File: src/rtl/nway_logic_pkg.sv
// Shared mode encodings and per-mode helpers for the N-way logic reduction pipeline.
// Pure definitions: no latency and no flow control live here.
package nway_logic_pkg;

  typedef logic [1:0] mode_t;

  localparam mode_t MODE_AND  = 2'b00;
  localparam mode_t MODE_OR   = 2'b01;
  localparam mode_t MODE_XOR  = 2'b10;
  localparam mode_t MODE_NAND = 2'b11;

  // Pad value that leaves the reduction unchanged; NAND pads like AND because it reduces as AND.
  function automatic logic ident(input mode_t mode);
    return (mode == MODE_AND) || (mode == MODE_NAND);
  endfunction

  // One 2:1 tree node; NAND is reduced as AND and inverted only after the last level.
  function automatic logic combine(input logic a, input logic b, input mode_t mode);
    case (mode)
      MODE_OR:  return a | b;
      MODE_XOR: return a ^ b;
      default:  return a & b;
    endcase
  endfunction

endpackage

File: src/rtl/nway_logic_reduce_pipe_stage.sv
// reduce_stage: one tree level, W_IN -> W_IN/2 pairwise reduce, 1-cycle latency.
// Valid, mode and data are all frozen while en is low (downstream stall).
module reduce_stage
  import nway_logic_pkg::*;
#(
  parameter int W_IN = 2
) (
  input  logic              clk,
  input  logic              rst,
  input  logic              en,
  input  logic              in_vld,
  input  mode_t             in_mode,
  input  logic [W_IN-1:0]   in_dat,
  output logic              out_vld,
  output mode_t             out_mode,
  output logic [W_IN/2-1:0] out_dat
);

  localparam int W_OUT = W_IN / 2;

  logic [W_OUT-1:0] red;

  always_comb begin
    red = '0;
    for (int i = 0; i < W_OUT; i++) begin
      red[i] = combine(in_dat[2*i+1], in_dat[2*i], in_mode);
    end
  end

  // Bubbles only move the valid bit; payload keeps its last beat to avoid needless toggling.
  always_ff @(posedge clk) begin
    if (rst) begin
      out_vld  <= 1'b0;
      out_mode <= MODE_AND;
      out_dat  <= '0;
    end else if (en) begin
      out_vld <= in_vld;
      if (in_vld) begin
        out_mode <= in_mode;
        out_dat  <= red;
      end
    end
  end

endmodule

File: src/rtl/nway_logic_reduce_pipe.sv
// N_IN-bit AND/OR/XOR/NAND reduction, $clog2(N_IN) register levels, one beat per cycle; any stall freezes all levels.
// NWAY_REDUCE_SELFTEST_EN adds selftest/st_wrap: an internal counter then supplies data with valid forced high.
module nway_logic_reduce_pipe
  import nway_logic_pkg::*;
#(
  parameter int N_IN = 4
) (
  input  logic            clk,
  input  logic            rst,
`ifdef NWAY_REDUCE_SELFTEST_EN
  input  logic            selftest,
  output logic            st_wrap,
`endif
  input  logic            in_valid,
  output logic            in_ready,
  input  logic [N_IN-1:0] in_data,
  input  logic [1:0]      in_mode,
  output logic            out_valid,
  input  logic            out_ready,
  output logic            out_result,
  output logic [1:0]      out_part
);

  localparam int LAT    = $clog2(N_IN);
  localparam int W_PAD  = 1 << LAT;
  localparam int W_TREE = 2 * W_PAD - 1;

  logic            stall;
  logic            src_vld;
  logic [N_IN-1:0] src_dat;
  logic [W_PAD-1:0] pad;
  // All tree levels packed heap-style: level k is W_PAD>>k bits wide with its lsb at (W_PAD>>k)-1.
  logic [W_TREE-1:0] tree;
  logic              lvl_vld  [0:LAT];
  mode_t             lvl_mode [0:LAT];
  logic [1:0]        part_q;

  assign stall    = out_valid && !out_ready;
  assign in_ready = !stall;

`ifdef NWAY_REDUCE_SELFTEST_EN
  logic [N_IN-1:0] st_cnt;

  assign src_vld = selftest ? 1'b1 : in_valid;
  assign src_dat = selftest ? st_cnt : in_data;
  assign st_wrap = selftest && in_ready && (&st_cnt);

  always_ff @(posedge clk) begin
    if (rst) begin
      st_cnt <= '0;
    end else if (selftest && in_ready) begin
      st_cnt <= st_cnt + N_IN'(1);
    end
  end
`else
  assign src_vld = in_valid;
  assign src_dat = in_data;
`endif

  always_comb begin
    pad            = {W_PAD{ident(in_mode)}};
    pad[N_IN-1:0]  = src_dat;
  end

  assign tree[W_TREE-1 -: W_PAD] = pad;
  assign lvl_vld[0]              = src_vld;
  assign lvl_mode[0]             = in_mode;

  for (genvar k = 0; k < LAT; k++) begin : g_lvl
    localparam int WI = W_PAD >> k;
    reduce_stage #(
      .W_IN(WI)
    ) u_stage (
      .clk      (clk),
      .rst      (rst),
      .en       (!stall),
      .in_vld   (lvl_vld[k]),
      .in_mode  (lvl_mode[k]),
      .in_dat   (tree[WI-1 +: WI]),
      .out_vld  (lvl_vld[k+1]),
      .out_mode (lvl_mode[k+1]),
      .out_dat  (tree[WI/2-1 +: WI/2])
    );
  end

  // The two last-level operands ride alongside the final stage so they stay aligned with out_result.
  always_ff @(posedge clk) begin
    if (rst) begin
      part_q <= '0;
    end else if (!stall && lvl_vld[LAT-1]) begin
      part_q <= tree[2:1];
    end
  end

  assign out_valid  = lvl_vld[LAT];
  assign out_result = tree[0] ^ (lvl_mode[LAT] == MODE_NAND);
  assign out_part   = part_q;

endmodule

File: config.mk
export PLATFORM = sky130hd
export DESIGN_NAME = nway_logic_reduce_pipe
export DESIGN_NICKNAME = d
export VERILOG_FILES = /design/src/rtl/nway_logic_pkg.sv /design/src/rtl/nway_logic_reduce_pipe_stage.sv /design/src/rtl/nway_logic_reduce_pipe.sv
export SDC_FILE = /design/constraint.sdc
export NUM_CORES = 1
export LEC_CHECK = 0
export CAP_MARGIN = 5
export CORE_UTILIZATION = 47
export CTS_CLUSTER_DIAMETER = 40
export DETAILED_ROUTE_END_ITERATION = 12
export GPL_ROUTABILITY_DRIVEN = 0
export HOLD_SLACK_MARGIN = 0.12
export PLACE_DENSITY_LB_ADDON = 0.12
export SYNTH_ARGS = -nofsm -noshare
export SYNTH_HDL_FRONTEND = slang
export SYNTH_SLANG_ARGS = --single-unit
File: constraint.sdc
create_clock -name clk -period 1.4 [get_ports clk]
set_input_delay 0.21 -clock clk [delete_from_list [all_inputs] [get_ports clk]]
set_output_delay 0.21 -clock clk [all_outputs]
set_load 0.03 [all_outputs]
Yosys cells after proc, flatten, opt, wreduce, memory -nomap -nowiden --
Cells that the tools add are included. Widths: inputs -> output; s select.
Cells by class: reductions and logical operators 6, bitwise logic cells 11, multiplexer cells 3, equality and inequality tests 5
Operators by type and width (number):
- $eq 2x2->1 const B | 3
- $pmux 1 s2 | 3
- $eq 2x1->1 const B | 2
- $reduce_and 2->1 | 2
- $xor 1x1->1 | 4
- $and 1x1->1 | 3
- $or 1x1->1 | 3
- $logic_and 1x1->1 | 2
- $logic_not 1->1 | 2
- $not 1->1 | 1
Word-level totals: bits of input ports 10, register bits after elaboration 11

Longest topological paths before layout --
word-level depth 4, depth in mapped cells 6

By module --
A second synthesis with hierarchy kept.
Unflattened totals: cells, all modules 74, area total of the unflattened synthesis 688.2 um^2
By module, submodules not included:
- reduce_stage at g_lvl[0].u_stage | area an instance 335.3 um^2, instances 1, cells an instance 36, sequential area each 100.1 um^2
- reduce_stage at g_lvl[1].u_stage | area an instance 230.2 um^2, instances 1, cells an instance 26, sequential area each 80.1 um^2
- nway_logic_reduce_pipe | area an instance 122.6 um^2, instances 1, cells an instance 12, sequential area each 40.0 um^2

Worst setup path after synthesis --
Ideal clock, no wire load.
path kind register to register, start point register g_lvl[1].u_stage.out_vld, end point register g_lvl[0].u_stage.out_dat[0], path slack -0.007 ns, cell stages (with the launch flop) 7, buffers on the path 2, arrival time 1.306 ns, path through dfxtp_1 nor2b_4 buf_6 inv_4 buf_6 a211o_1 o41ai_1
On the way: cells in the longest elaborated chain, start to end 3
RTL lines:
- start: declaration | RTL line nway_logic_reduce_pipe_stage.sv:14 | output logic out_vld,
- start signal: assignment | RTL line nway_logic_reduce_pipe_stage.sv:37 | out_vld <= in_vld;
- $logic_and 1x1->1 | RTL line nway_logic_reduce_pipe.sv:38 | assign stall = out_valid && !out_ready;
- $not 1->1 (no source line)
- $reduce_and 2->1 (no source line)
- end signal: assignment | RTL line nway_logic_reduce_pipe_stage.sv:40 | out_dat <= red;
- end: declaration | RTL line nway_logic_reduce_pipe_stage.sv:16 | output logic [W_IN/2-1:0] out_dat
No other way between the ends. A chain may end at the register's enable or synchronous reset.

Worst setup path in the final report --
start point input in_data[0], end point register g_lvl[0].u_stage.out_dat[0]
On the way: cells in the longest elaborated chain, start to end 2, elaborated cells on any way between the ends 4
RTL lines:
- start: declaration | RTL line nway_logic_reduce_pipe.sv:16 | input logic [N_IN-1:0] in_data,
- $and 1x1->1, or another cell as far along | RTL line nway_logic_pkg.sv:22 | default: return a & b;
- $pmux 1 s2 * | RTL line nway_logic_pkg.sv:19 | case (mode)
Mark *: on every way between the ends. The rest lies on a longest branch, timed or not.

==> impl_metrics.tcl <==
set metrics [dict create \
    holdPathEnd "out_part[0]" \
    num_vias 587 \
    stdcell_count 116 \
    drv_cap 0 \
    cts_tree "built" \
    seqPwrFrac_pct 48.3 \
    areaGrowthSynthToFinish_pct 30.4 \
    fin_ws_ns 0.102 \
    path_clk_slew_ns 0.07 \
    synth_area_leaders "dfxtp_1, ha_1, inv_1" \
    arrival_ns 1.44 \
    cts_max_path_buffers 2 \
    cts_inserted_buffers 3 \
    finalMaxSlewViolations 0 \
    end_kind "flop" \
    die_y_um 39.8 \
    wl_per_cell_um 10.4 \
    ys_async_sr_fraction_pct 0 \
    syn_area_sq_um 672 \
    htreeDepth 1 \
    grt_pass1_vias 493 \
    dp_worst_setup_slack_ns -0.162 \
    ys_ff_latch 11 \
    critPathMaxStageDelay_ns 0.48 \
    overflow 0 \
    grt_pass1_wl_um 1990 \
    place_area_sq_um 853 \
    crit_chain "clkdlybuf4s50_1, inv_1, ha_1, a221oi_1, o41ai_1" \
    die_w_um 39.8 \
    syn_nets 99 \
    start_kind "input pin" \
    p_leak_nw 0.405 \
    synthFlopType "dfxtp_1" \
    hold_viol 0 \
    synth_xor_area_share_pct 1.30 \
    whs_path_depth 2 \
    muxShareOfSynthArea_pct 0 \
    yosysTopAreaCellShare_pct 32.8 \
    drtIter0Drc 12 \
    fp.dieArea_sq_um 1580 \
    yosys.area_share.simple_pct 12.5 \
    fin_area_sq_um 876 \
    synth.largest_area_cell "dfxtp_1" \
    start_util_pct 51.0 \
    synth_seq_area_share_pct 32.8 \
    synth_cell_types 17 \
    finalCritPeriodShare_pct 92.7 \
    yosysMostFrequentCell "inv_1" \
    drt-pass1-iter-count 4 \
    synth_compound_area_share_pct 21.6 \
    fmax_mhz 770 \
    yosysWarnings 0 \
    p_comb_share_pct 20.9 \
    p_switching_mw 0.193 \
    antenna_found_initial 0 \
    r2r_end "g_lvl[1].u_stage.out_dat" \
    startpoint "in_data[0]" \
    synth_edf_count 0 \
    crit_slowest_cell "clkdlybuf4s50_1" \
    place_inst 112 \
    setup_violations 0 \
    synth_common_cells "inv_1, dfxtp_1, ha_1" \
    critPathMaxFanout 2 \
    slew_headroom_pct 76.0 \
    post-dp-hpwl_um 947 \
    io-pin-count 15 \
    io_buffers 14 \
    fin_tns_setup_ns 0 \
    vdd_drop_max_mv 0.597 \
    drt-vias-per-instance 5.06 \
    layout-drive-gt1-share_pct 14.9 \
    fp-row-count 13 \
    hold_start "out_part[0]" \
    power.internal_mw 0.516 \
    fillCellCount 126 \
    reg2reg_slack_ns 0.19 \
    power_density_nw_per_um2 809 \
    syn_avg_cell_area_sq_um 8.50 \
    fin_util_pct 66.5 \
    drt_wl_total_um 1210 \
    clkLatencyLatePin_ns 0.27 \
    seqCellArea_sq_um 221 \
    drc_errors 0 \
    outcome "finished, final reports clean" \
    rsz0062_at_grt "false" \
    cts_num_sinks 11 \
    antenna_cells 0 \
    grt.total_usage_pct 20.3 \
    final_nets 122 \
    synth_fa_ha_area_share_pct 18.6 \
    ant_nets 0 \
    p_clk_share_pct 30.7 \
    worst_pin_slew_ns 0.359 \
    netlist_instances 79 \
    cts_root_buffer "clkbuf_4" \
    hold_slack_ns 0.480 \
    core_sq_um 1320 \
    worstPathRequired_ns 1.54 \
    multiInputGateArea_sq_um 363 \
    min_period_ns 1.30 \
    total_power_mw 0.709 \
    synth_top_family_by_area "compound AO/OA/AOI/OAI gates" \
    grt_max_degree 12 \
    worstHoldPathType "flop to flop" \
    path_class "input pin to flop" \
    cts_hold_buf 0 \
    ff2ff_path_depth 4 \
    r2r_start "g_lvl[0].u_stage.out_mode[0]" \
    finClkSkew_ns 0.00697 \
    p_sw_share_pct 27.2 \
]
-- cell usage in the layout (no fill, tap or decap), types with 4 or more instances in the layout --
| master | synthesis | layout |
|---|---|---|
| inv_1 | 15 | 15 |
| nand3_1 | 6 | 6 |
| a21oi_1 | 8 | 8 |
| ha_1 | 10 | 10 |
| clkdlybuf4s50_1 | 0 | 9 |
| o21ai_0 | 6 | 6 |
| nor2b_1 | 4 | 4 |
| buf_4 | 0 | 9 |
| nand2_1 | 4 | 4 |
| dfxtp_1 | 11 | 10 |
-- critical path: cells and delay by family --
family                   cells  cell delay [ns]
adder cells (fa/ha/maj)      1             0.28
AO/OA/AOI/OAI                2             0.43
buffers and inverters        2             0.53
-- power by group through the flow --
| stage | sequential, mW | combinational (mW) | clock, mW |
|---|---|---|---|
| 6_report | 0.343 | 0.148 | 0.218 |
| 5_1_grt | 0.345 | 0.168 | 0.246 |
| 4_1_cts | 0.343 | 0.150 | 0.226 |
| 3_5_place_dp | 0.350 | 0.152 | 0 |
| 2_1_floorplan | 0.353 | 0.0797 | 0 |
| 3_3_place_gp | 0.349 | 0.149 | 0 |
-- worst max path at each step --
stage	to	slack, ns	cells past startpoint
3_5_place_dp	g_lvl[0].u_stage.out_dat[0]	-0.16	5
4_1_cts	g_lvl[0].u_stage.out_dat[0]	0.13	5
5_1_grt	g_lvl[0].u_stage.out_dat[1]	0.05	5
3_3_place_gp	g_lvl[0].u_stage.out_dat[0]	-0.16	5
6_report	g_lvl[0].u_stage.out_dat[0]	0.10	5
2_1_floorplan	g_lvl[0].u_stage.out_dat[0]	0.11	6
-- area by class of cell --
class | count | area share [%]
Clock buffer | 4 | 3.00
Multi-Input combinational cell | 49 | 41.4
Timing Repair Buffer | 21 | 21.0
Inverter | 16 | 7.14
Sequential cell | 11 | 25.3
Tap cell | 15 | 2.14
-- registers in the layout (all words and copies together) (netlist names) --
register	cells
g_lvl.u_stage.out_vld	2
g_lvl.u_stage.out_mode	4
g_lvl.u_stage.out_dat	3
out_part	2
-- timing repair --
| item | in CTS | in global routing |
|---|---|---|
| hold endpoints to repair | 0 | 0 |
| endpoints found under the setup margin | 3 | 0 |
| resized for setup | 3 | 0 |
| setup buffers | 0 | 0 |
-- metal layers --
layer,global-route usage (%),part of all wire (%)
met5,0,0
met3,10.2,5.1
met1,22.5,49
met2,32.4,45
met4,7.76,0.66
-- logic make-up after synthesis --
logic type,after synthesis
compound gates,23
buf+inv,19
simple gates,15
flops,11
fa+ha+maj,10
xor+xnor,1
(Power assumes the default switching activity.)
==> patch 1 (same settings) <==
Change the parameter `N_IN` from 4 to 8.
--- a/src/rtl/nway_logic_reduce_pipe.sv
+++ b/src/rtl/nway_logic_reduce_pipe.sv
@@ -5,3 +5,3 @@
 #(
-  parameter int N_IN = 4
+  parameter int N_IN = 8
 ) (
Ports: changed (resized in_data); port bits go from 15 to 19. No check against the original RTL was run, so the function may have changed too.
==> patch 1 against the original RTL <==
  * Non-clock buffer count rose by 9
  * Critical path type is now reg2reg
  * Sequential share of layout area fell by 2.2 points
  * Wire length rose by 110%
  * Synthesized cell count up 75%
  * Area after synthesis rose by 86%
  * Die area up 81%
  * Largest power group unchanged
  * Sequential cell count up 7
  * Worst setup slack worse by 0.041 ns
  * Largest cell class unchanged
  * Final area increased by 79%
  * Total power grew 61%
==> patch 1: results (changes against the original RTL) <==
Synthesis
  • Sequential area share after synthesis: 0.288 (-0.0395)
  • Complex-gate fraction of the synthesized area: 0.262 (+0.0462)
  • Syn Area/Cell: 9.06 sq um (+6.5%)
  • Syn nets: 172 (+74%)
  • Top post-synthesis cells by area: dfxtp_1 29%, ha_1 20%, o41ai_2 9.1%
  • Post-synthesis adder-cell area fraction: 0.200 (+0.0140)

Routing
  • Final wirelength: 2580 um (+110%)
  • Met1 WL: 1280 um (+120%)
  • Met3 wire length: 66 um (+8.2%)
  • Routed len/inst: 13.1 um (+26%)

Power and ir drop
  • Net Sw Frac: 0.277 (+0.00473)
  • Leakage Power: 0.000727 uW (+80%)
  • P_comb: 262 uW (+77%)

Global routing
  • Vias in the first global route: 980 (+99%)
  • Met2 usage: 0.348 (+0.0241)
  • Met1 usage: 0.262 (+0.0372)
  • First-pass GRT wire length: 4240 um (+110%)
  • Largest net degree at the start of global routing: 26 (+14)

Clock network
  • CTS clk-pin slew, worst paths: 0.10 ns (+0.03 ns)
  • Clock Latency Late Sink: 0.30 ns (+0.03 ns)

Timing
  • Final cycle utilization of the critical path: 0.957 (+0.0292)
  • Clock skew: 0.00231 ns (-0.00467 ns)

Place
  • Pre-CTS WS: -0.289 ns (-0.127 ns)
  • DP HPWL: 1950 um (+110%)

Setup path
  • CP top delay family: compound AO/OA/AOI/OAI gates
  • CP startpoint: g_lvl[1].u_stage.out_dat[0]$_SDFFE_PP0P_
  • Crit path capture: g_lvl[2].u_stage.out_dat$_SDFFE_PP0P_

Layout
  • Fill count: 240 (+90%)

Outcome
  • Status: completed
patch 1: cell types whose count changed in the layout (fill, tap and decap cells not counted), moves of 3 or more:
cell and change:
a211o_1 +4, clkdlybuf4s50_1 +4, o41ai_2 +7, a221oi_1 +3
dfxtp_1 +8, a21oi_1 +3, nor2b_1 +4, ha_1 +9
inv_1 +15, o41ai_1 -3, buf_4 +4
patch 1: layout make-up:
type | count | area share
flip-flops and latches | 18 | 0.230
clock buffers | 4 | 0.0232
well taps | 30 | 0.0240
inverters | 31 | 0.0792
multi-input cells | 84 | 0.468
repair buffers | 30 | 0.175
patch 1: per-stage QoR:
step                 util  area, sq um  setup TNS [ns]
CTS                 0.622         1560               0
global route        0.626         1560               0
detailed placement  0.609         1520           -1.03
global placement    0.609         1520          -0.818
finish              0.626         1560               0
floorplan               -         1250               0
patch 1: timing repair:
item                                   4_1_cts  5_1_grt
resized for setup                            3        2
endpoints found under the hold margin        0        0
setup endpoints to repair                    3        1
==> patch 2 (same settings) <==
Made on the original files. Register the input `in_mode` before use. The logic sees it one clock later. The other inputs are not delayed to match.
--- a/src/rtl/nway_logic_reduce_pipe.sv
+++ b/src/rtl/nway_logic_reduce_pipe.sv
@@ -26,2 +26,8 @@
   localparam int W_TREE = 2 * W_PAD - 1;
+
+  logic [1:0] in_mode_q;
+
+  always_ff @(posedge clk) begin
+    in_mode_q <= in_mode;
+  end
 
@@ -60,3 +66,3 @@
   always_comb begin
-    pad            = {W_PAD{ident(in_mode)}};
+    pad            = {W_PAD{ident(in_mode_q)}};
     pad[N_IN-1:0]  = src_dat;
@@ -66,3 +72,3 @@
   assign lvl_vld[0]              = src_vld;
-  assign lvl_mode[0]             = in_mode;
+  assign lvl_mode[0]             = in_mode_q;
 
Check against the original RTL: not equivalent (Yosys sat finds a counterexample within 4 cycles, from zero or initial values and one cycle with rst high).
==> patch 2 against the original RTL <==
  * Total power rose by 11%
  * Sequential cell count grew 2
  * Die area grew 6.7%
  * Sequential share of layout area up 2.8 points
  * Area after synthesis rose by 7.1%
  * Worst setup slack improved by 0.022 ns
  * Wire length is 8.1% higher
  * Final area grew 6.1%
  * Non-clock buffer count unchanged
==> patch 2: results (changes against the original RTL) <==
Outcome
  • Status: completed

Power and ir drop
  • Net Sw Frac: 0.266 (-0.00619)
  • Max VDD drop: 745 uV (+25%)
  • Leakage Power: 0.000431 uW (+6.4%)

Synthesis
  • Sequential area share after synthesis: 0.362 (+0.0340)
  • Top post-synthesis cells by count: 15 x inv_1, 13 x dfxtp_1, 10 x ha_1
  • Top cell type's share of synthesized area: 0.362 (+0.0340)
  • Syn nets: 101 (+2.0%)
  • Synth cell types: 18 (+1)
  • Syn Area/Cell: 8.88 sq um (+4.4%)
  • Count leader, synth: inv_1
  • Synth warn: 0 (unchanged)
  • Top post-synthesis cells by area: dfxtp_1 36%, ha_1 17%, inv_1 7.8%
  • Synth async-reset ratio: 0 (unchanged)

Routing
  • Avg Vias per Cell: 5.09 (+0.65%)
  • Routed len/inst: 11.1 um (+6.3%)
  • Starting DRT DRC Count: 10 (-2)
  • Router iterations before antenna repair: 4 (unchanged)

Min path
  • Min-delay src: in_mode[0]
  • Hold Path Class: in2reg
  • WHS Endpoint: in_mode_q[0]$_DFF_P_
  • Hold depth: 1 (-1)

Layout
  • Fill count: 129 (+2.4%)
  • Share of layout cells above drive strength 1: 0.165 (+0.0165)
  • Largest regs: g_lvl.u_stage.out_mode: 4 flops, g_lvl.u_stage.out_dat: 3 flops
  • Finished Layout Cells: 118 (+1.7%)

Global routing
  • First-pass GRT wire length: 1970 um (-1.1%)
  • Vias in the first global route: 515 (+4.5%)
  • GRT Total Usage: 0.190 (-0.0124)
  • Largest net degree at the start of global routing: 11 (-1)

Place
  • Placed Area: 901 sq um (+5.6%)
  • Pre-CTS WS: -0.184 ns (-0.0222 ns)
  • IO Port Bufs: 14 (unchanged)
  • Dpl cells: 114 (+1.8%)
  • DP HPWL: 1040 um (+10%)

Setup path
  • Max Fanout on Critical Path: 4 (+2)
  • R2r startpoint: in_mode_q[0]$_DFF_P_
  • CP max stage delay: 0.36 ns (-0.12 ns)
  • Slowest-stage cell, CP: dfxtp_1
  • FF-to-FF path depth: 4 (unchanged)
  • Worst EP arrival: 1.44 ns (about the same)
  • Reg2reg end: g_lvl[0].u_stage.out_dat[0]$_SDFFE_PP0P_
  • Worst R2R Setup Slack: 0.12 ns (-0.07 ns)
  • CP top delay family: flip-flops

Clock network
  • TritonCTS Buffers: 3 (unchanged)
  • Setup bufs post-CTS: 0 (unchanged)
  • Bufs on Longest Clock Path: 2 (unchanged)
  • Max H-tree Level: 1 (unchanged)
  • CTS root buffer: clkbuf_4
  • CTS clk-pin slew, worst paths: 0.08 ns

Timing
  • Final hold slack: 0.375 ns (-0.105 ns)
  • Max_slew headroom: 0.754 (-0.00586)
  • Clock skew: 0.00382 ns (-0.00315 ns)
-- patch 2: changes by cell type after synthesis, sizes merged --
| cell | delta |
|---|---|
| clkbuf | -1 |
| buf | +1 |
| dfxtp | +2 |
-- patch 2: cell type report --
cell class,count,area [sq um],area share
sequential,13,262,0.281
tap,15,18.8,0.0202
inverter,16,62.6,0.0673
clock buffer,4,26.3,0.0283
timing repair buffer,21,184,0.198
multi-input combinational,49,377,0.405
-- patch 2: logic make-up after synthesis --
group                    share of synthesized area
AND/OR/NAND/NOR                              0.117
XOR/XNOR                                    0.0122
flip-flops                                   0.362
adder cells (fa/ha/maj)                      0.174
buffers and inverters                        0.123
AO/OA/AOI/OAI                                0.212
-- patch 2: how the worst max path moves through the flow --
stage | from | end
after detailed placement | in_data[0] | g_lvl[0].u_stage.out_dat[0]$_SDFFE_PP0P_
after global placement | in_data[0] | g_lvl[0].u_stage.out_dat[0]$_SDFFE_PP0P_
after global routing | in_mode_q[0]$_DFF_P_ | g_lvl[0].u_stage.out_dat[0]$_SDFFE_PP0P_
after CTS | in_data[0] | g_lvl[0].u_stage.out_dat[0]$_SDFFE_PP0P_
final | in_mode_q[0]$_DFF_P_ | g_lvl[0].u_stage.out_dat[0]$_SDFFE_PP0P_
after floorplan | g_lvl[1].u_stage.out_vld$_SDFFE_PP0N_ | g_lvl[0].u_stage.out_dat[1]$_SDFFE_PP0P_
-- patch 2: metrics by stage --
step	util	total power (uW)	setup TNS, ns
final	0.680	787	0
after detailed placement	0.659	567	-0.345
after global placement	0.659	563	-0.252
after CTS	0.676	794	0
after global routing	0.680	829	0
after floorplan	-	497	0
-- patch 2: timing repair --
action                                  CTS  global route
endpoints found under the setup margin    3             1
gates resized for setup                   3             1
pin swaps                                 0             0
hold buffers                              0             0
cloned                                    0             0
-- patch 2: routing by layer --
layer  global-route usage  part of all wire
met1                0.212              0.49
met2                0.289              0.42
met3               0.0707             0.050
met4                0.145             0.031
met5                    0                 0
-- patch 2: power groups by stage --
stage | clock (uW) | combinational (uW) | sequential [uW]
4_1_cts | 238 | 153 | 404
6_report | 230 | 154 | 404
2_1_floorplan | 0 | 81.8 | 415
5_1_grt | 249 | 173 | 407
3_3_place_gp | 0 | 150 | 412
3_5_place_dp | 0 | 154 | 413
